**src/rtl/button_debounce_fsm.sv**
```systemverilog
// ---------------------------------------------------------------------------
// button_debounce_fsm
//
// Debounces and classifies the synchronized push-button level coming from the
// button-conditioning stage. The FSM runs on the board clock but only moves
// on cycles where the 1200 Hz enable `tick` is high. It produces a clean
// pressed level, one-clock press/release/auto-repeat pulses and an 8-bit
// wrapping press counter.
//
// Optional feature macro: BTN_AUTOREPEAT_EN
//   defined   -> HOLD state and auto-repeat `hold_pulse` are built
//   undefined -> no HOLD state, `hold_pulse` tied to 0
//
// Ports
//   clock          in   board clock, all state changes on the rising edge
//   reset          in   synchronous, active-high reset
//   tick           in   one-clock 1200 Hz enable
//   btn_in         in   synchronized button level (polarity set by ACTIVE_LOW)
//   level          out  debounced pressed state, 1 = pressed
//   press_pulse    out  one-clock pulse on accepted press
//   release_pulse  out  one-clock pulse on accepted release
//   hold_pulse     out  one-clock pulse on first and each later auto-repeat
//   press_count    out  accepted presses, modulo 256
// ---------------------------------------------------------------------------
module button_debounce_fsm #(
    parameter bit          ACTIVE_LOW     = 1'b1,
    parameter int unsigned DEBOUNCE_TICKS = 24,
    parameter int unsigned HOLD_TICKS     = 1200,
    parameter int unsigned REPEAT_TICKS   = 240,
    parameter int unsigned CNT_W          = 11
) (
    input  logic       clock,
    input  logic       reset,
    input  logic       tick,
    input  logic       btn_in,
    output logic       level,
    output logic       press_pulse,
    output logic       release_pulse,
    output logic       hold_pulse,
    output logic [7:0] press_count
);

`ifdef BTN_AUTOREPEAT_EN
    typedef enum logic [2:0] {
        S_IDLE         = 3'd0,
        S_PRESS_WAIT   = 3'd1,
        S_PRESSED      = 3'd2,
        S_HOLD         = 3'd3,
        S_RELEASE_WAIT = 3'd4
    } state_t;

    localparam logic [CNT_W-1:0] HOLD_LAST   = CNT_W'(HOLD_TICKS - 1);
    localparam logic [CNT_W-1:0] REPEAT_LAST = CNT_W'(REPEAT_TICKS - 1);
`else
    typedef enum logic [2:0] {
        S_IDLE         = 3'd0,
        S_PRESS_WAIT   = 3'd1,
        S_PRESSED      = 3'd2,
        S_RELEASE_WAIT = 3'd4
    } state_t;

    // Without auto-repeat the PRESSED count is never compared; it saturates
    // at the longest hold/repeat interval instead of wrapping.
    localparam int unsigned      TIMER_MAX = (HOLD_TICKS > REPEAT_TICKS) ? HOLD_TICKS : REPEAT_TICKS;
    localparam logic [CNT_W-1:0] TIMER_TOP = CNT_W'(TIMER_MAX - 1);
`endif

    localparam logic [CNT_W-1:0] DEB_LAST = CNT_W'(DEBOUNCE_TICKS - 1);
    localparam logic [CNT_W-1:0] CNT_ONE  = CNT_W'(1);

    state_t           state_q, state_d;
    logic [CNT_W-1:0] cnt_q, cnt_d;
    logic             level_q, level_d;
    logic             press_pulse_q, press_pulse_d;
    logic             release_pulse_q, release_pulse_d;
    logic [7:0]       press_count_q, press_count_d;
    logic             raw;

`ifdef BTN_AUTOREPEAT_EN
    logic             hold_pulse_q, hold_pulse_d;
`endif

    // Normalise polarity so that raw = 1 always means "pressed".
    assign raw = btn_in ^ ACTIVE_LOW;

    always_comb begin
        state_d         = state_q;
        cnt_d           = cnt_q;
        level_d         = level_q;
        press_count_d   = press_count_q;
        // Pulses self-clear every cycle, including cycles without a tick.
        press_pulse_d   = 1'b0;
        release_pulse_d = 1'b0;
`ifdef BTN_AUTOREPEAT_EN
        hold_pulse_d    = 1'b0;
`endif

        if (tick) begin
            case (state_q)
                S_IDLE: begin
                    if (raw) begin
                        state_d = S_PRESS_WAIT;
                        cnt_d   = CNT_ONE;
                    end
                end

                S_PRESS_WAIT: begin
                    if (!raw) begin
                        // Bounce: drop back silently.
                        state_d = S_IDLE;
                        cnt_d   = '0;
                    end else if (cnt_q == DEB_LAST) begin
                        state_d       = S_PRESSED;
                        level_d       = 1'b1;
                        press_pulse_d = 1'b1;
                        press_count_d = press_count_q + 8'd1;
                        cnt_d         = '0;
                    end else begin
                        cnt_d = cnt_q + CNT_ONE;
                    end
                end

                S_PRESSED: begin
                    if (!raw) begin
                        state_d = S_RELEASE_WAIT;
                        cnt_d   = CNT_ONE;
`ifdef BTN_AUTOREPEAT_EN
                    end else if (cnt_q == HOLD_LAST) begin
                        state_d      = S_HOLD;
                        hold_pulse_d = 1'b1;
                        cnt_d        = '0;
                    end else begin
                        cnt_d = cnt_q + CNT_ONE;
                    end
`else
                    end else if (cnt_q != TIMER_TOP) begin
                        cnt_d = cnt_q + CNT_ONE;
                    end
`endif
                end

`ifdef BTN_AUTOREPEAT_EN
                S_HOLD: begin
                    if (!raw) begin
                        state_d = S_RELEASE_WAIT;
                        cnt_d   = CNT_ONE;
                    end else if (cnt_q == REPEAT_LAST) begin
                        hold_pulse_d = 1'b1;
                        cnt_d        = '0;
                    end else begin
                        cnt_d = cnt_q + CNT_ONE;
                    end
                end
`endif

                S_RELEASE_WAIT: begin
                    if (raw) begin
                        // Release rejected: hold timing restarts from zero
                        // and any auto-repeat run is abandoned.
                        state_d = S_PRESSED;
                        cnt_d   = '0;
                    end else if (cnt_q == DEB_LAST) begin
                        state_d         = S_IDLE;
                        level_d         = 1'b0;
                        release_pulse_d = 1'b1;
                        cnt_d           = '0;
                    end else begin
                        cnt_d = cnt_q + CNT_ONE;
                    end
                end

                default: begin
                    state_d = S_IDLE;
                    cnt_d   = '0;
                    level_d = 1'b0;
                end
            endcase
        end
    end

    // Reset has priority, so a tick arriving in a reset cycle is discarded.
    always_ff @(posedge clock) begin
        if (reset) begin
            state_q         <= S_IDLE;
            cnt_q           <= '0;
            level_q         <= 1'b0;
            press_pulse_q   <= 1'b0;
            release_pulse_q <= 1'b0;
            press_count_q   <= 8'd0;
`ifdef BTN_AUTOREPEAT_EN
            hold_pulse_q    <= 1'b0;
`endif
        end else begin
            state_q         <= state_d;
            cnt_q           <= cnt_d;
            level_q         <= level_d;
            press_pulse_q   <= press_pulse_d;
            release_pulse_q <= release_pulse_d;
            press_count_q   <= press_count_d;
`ifdef BTN_AUTOREPEAT_EN
            hold_pulse_q    <= hold_pulse_d;
`endif
        end
    end

    assign level         = level_q;
    assign press_pulse   = press_pulse_q;
    assign release_pulse = release_pulse_q;
    assign press_count   = press_count_q;
`ifdef BTN_AUTOREPEAT_EN
    assign hold_pulse    = hold_pulse_q;
`else
    assign hold_pulse    = 1'b0;
`endif

endmodule

```
**config.mk**
```make
export PLATFORM = sky130hd
export DESIGN_NAME = button_debounce_fsm
export DESIGN_NICKNAME = d
export VERILOG_FILES = /design/src/rtl/button_debounce_fsm.sv
export SDC_FILE = /design/constraint.sdc
export NUM_CORES = 1
export LEC_CHECK = 0
export BUFFER_PORTS_ARGS = -buffer_cell sky130_fd_sc_hd__buf_2
export CAP_MARGIN = 20
export CORE_ASPECT_RATIO = 0.6
export CORE_UTILIZATION = 50
export CTS_CLUSTER_SIZE = 14
export DETAILED_ROUTE_END_ITERATION = 8
export PLACE_DENSITY = 0.71
export SLEW_MARGIN = 20
export SYNTH_ARGS = -nofsm -noshare
export SYNTH_HDL_FRONTEND = slang
export SYNTH_SLANG_ARGS = --single-unit
export TNS_END_PERCENT = 50
```
**constraint.sdc**
```tcl
create_clock -name clock -period 5.75 [get_ports clock]
set_clock_uncertainty 0.05 [all_clocks]
set_input_delay 0.8625 -clock clock [delete_from_list [all_inputs] [get_ports clock]]
set_output_delay 0.8625 -clock clock [all_outputs]
set_load 0.03 [all_outputs]
```
==> impl_metrics.toml <==
[critical_path]
worst_ep_required_time_ps = 5900
slowest_stage = "or4_1"
cp-start-kind = "flop"
path_cells = "ha_1 > nor4bb_1 > nand4_1 > or4_1 > a21oi_1"
cp_top_family = "simple AND/OR/NAND/NOR gates"
r2r_slack_ps = 3290
arrival_ps = 2620
cp_num_buf_inv = 0
critPathMaxStageDelay_ps = 650
cp_max_fo = 16
critPathCaptureType = "flop"
crit_type = "flop to flop"

[route]
drtPass1Iterations = 4
wl_mm = 3.14
via_count = 1360
drcViolationCount = 0
ant_nets = 0
wl_per_cell_um = 15.2
drt_iter0_drc = 70
viasPerCell = 6.60

[global_route]
grt_pass1_vias = 1106
grt_usage_pct = 21.2
grt-ovfl-total = 0
antenna_found_initial = 0
grt_pass1_wl_mm = 5.15
grt_max_degree = 28

[timing]
final_hold_viol_count = 0
slew_headroom_pct = 57.5
min_period_ps = 2460
timing.fmax_mhz = 406
tightest_slew_ps = 636
fin_setup_tns_ps = 0
grt_setup_unrepaired = "false"
final-setup-viol-count = 0
fin_crit_sh_pct = 42.9
final_max_slew_viol_count = 0

[flow_run]
drv_cap = 0

[worst_hold_path]
hold_path.class = "flop to flop"

[placed_design]
dpl.hpwl_mm = 2.20
portBuffers = 14
gp_congestion = 0.822
placed_area_um2 = 1500

[logic_synthesis]
syn_avg_cell_area_um2 = 8.65
ys_seq_area_share_pct = 34.2
yosysWarnings = 0
synth_nets = 175
synth_ff_type = "dfxtp_1"
synth.most_common_cell = "dfxtp_1"
synth-seq-cells = 25
synth_edf_count = 0
synth_top_area_share_pct = 34.2
synth_cell_types = 48
synth_area_leaders = "dfxtp_1 34%, o31ai_1 4.6%, or4_1 4.6%"
yosys.area.top_type = "dfxtp_1"
synth_common_cells = "25 x dfxtp_1, 12 x a21oi_1, 10 x nand3_1, 9 x o31ai_1, 9 x or4_1"
synth_area_um2 = 1460
async_flop_share_pct = 0
synth_cells = 169

[final_layout]
n_antenna_cell = 0
design_area_um2 = 1560
area_growth_pct = 6.50
fillers = 244
fin_nets = 181
final_util_pct = 59.3
drive_gt1_share_pct = 16.1

[floorplan]
die_y_um = 43.9
io_pins = 16
start_util_pct = 55.7
dieArea_um2 = 3150
die_x_um = 71.8
core-area_um2 = 2630
num_rows = 14

[clock_tree]
cts_setup_buffers = 0
clock-sinks = 25
cts_hold_buf = 0
ctsResizeCount = 0
cts_max_level = 1
clock_latency_ps = 280
clk_pin_slew_ps = 90
cts_buffers = 3
cts-root-buf = "clkbuf_8"
cts_tree = "done"
clk_path_buf_depth = 2

[status]
outcome = "completed"

[pwr]
total_power_w = 0.000320
p_per_area_nw_per_um2 = 206
peakVddDrop_mv = 0.119
p_leak_nw = 0.491
-- final timing paths --
check	from	endpoint	cells past startpoint
worst max-delay path	cnt_q[0]	press_count[4]	5
worst min-delay path	press_count[7]	press_count[7]	2
worst max register to register	cnt_q[0]	press_count[4]	5
worst min register to register	press_count[7]	press_count[7]	2
-- per-stage QoR --
| stage | setup slack (ps) | hold WS, ps | std cells |
|---|---|---|---|
| 2_1_floorplan | 3480 | 437 | 169 |
| 3_3_place_gp | 3170 | 409 | 201 |
| 3_5_place_dp | 3120 | 426 | 201 |
| 4_1_cts | 3230 | 438 | 205 |
| 5_1_grt | 3120 | 479 | 206 |
| 6_report | 3290 | 438 | 206 |
-- power breakdown --
part / switching [W] / internal (W)
logic: 0.0000211 / 0.0000114
clock network: 0.0000578 / 0.0000492
registers: 0.00000576 / 0.000175
total: 0.0000847 / 0.000236
-- flip-flops by register name, indices dropped and copies added, names as in the netlist --
register	count
release_pulse	1
press_pulse	1
press_count	8
cnt_q	11
level	1
state_q	3
-- tightest hold or removal path, stage by stage (launching register included) --
cell,delay (ps)
dfxtp_1,330
o31ai_1,60
a21oi_1,60
-- cell families after synthesis --
kind of cell	count (synthesis)	synth area share, %
AOI/OAI and AO/OA	39	18.7
xor gates and xnor gates	6	3.59
adders and majority gates	3	2.39
buffers and inverters	19	6.16
DFF	25	34.2
muxes	3	2.05
other	1	0.256
and+or+nand+nor	73	32.6
-- layout make-up --
cell class,count,area [um2],area share [%]
clock buffer,3,41.3,2.65
multi-input combinational,125,872,56.0
sequential,25,500,32.1
inverter,5,18.8,1.20
tap,32,40.0,2.57
clock inverter,1,7.51,0.482
timing repair buffer,15,77.6,4.98
-- cells in the final DEF (no fill, tap or decap), types with 6 or more instances in the layout --
cell      instances
dfxtp_1          25
a211oi_1          6
buf_2            14
nand2_1           7
a21oi_1          12
o31ai_1           9
or4_1             9
nor3_1            8
nand3_1          10
-- routing by layer --
layer,track usage [%],up-vias,wire length [um]
met2,30.8,42,1330
met4,5.88,0,17
met5,0,-,0
met1,31.1,656,1590
met3,5.58,5,203
li1,-,657,-
Note: power is estimated with default switching activity, not from simulation.
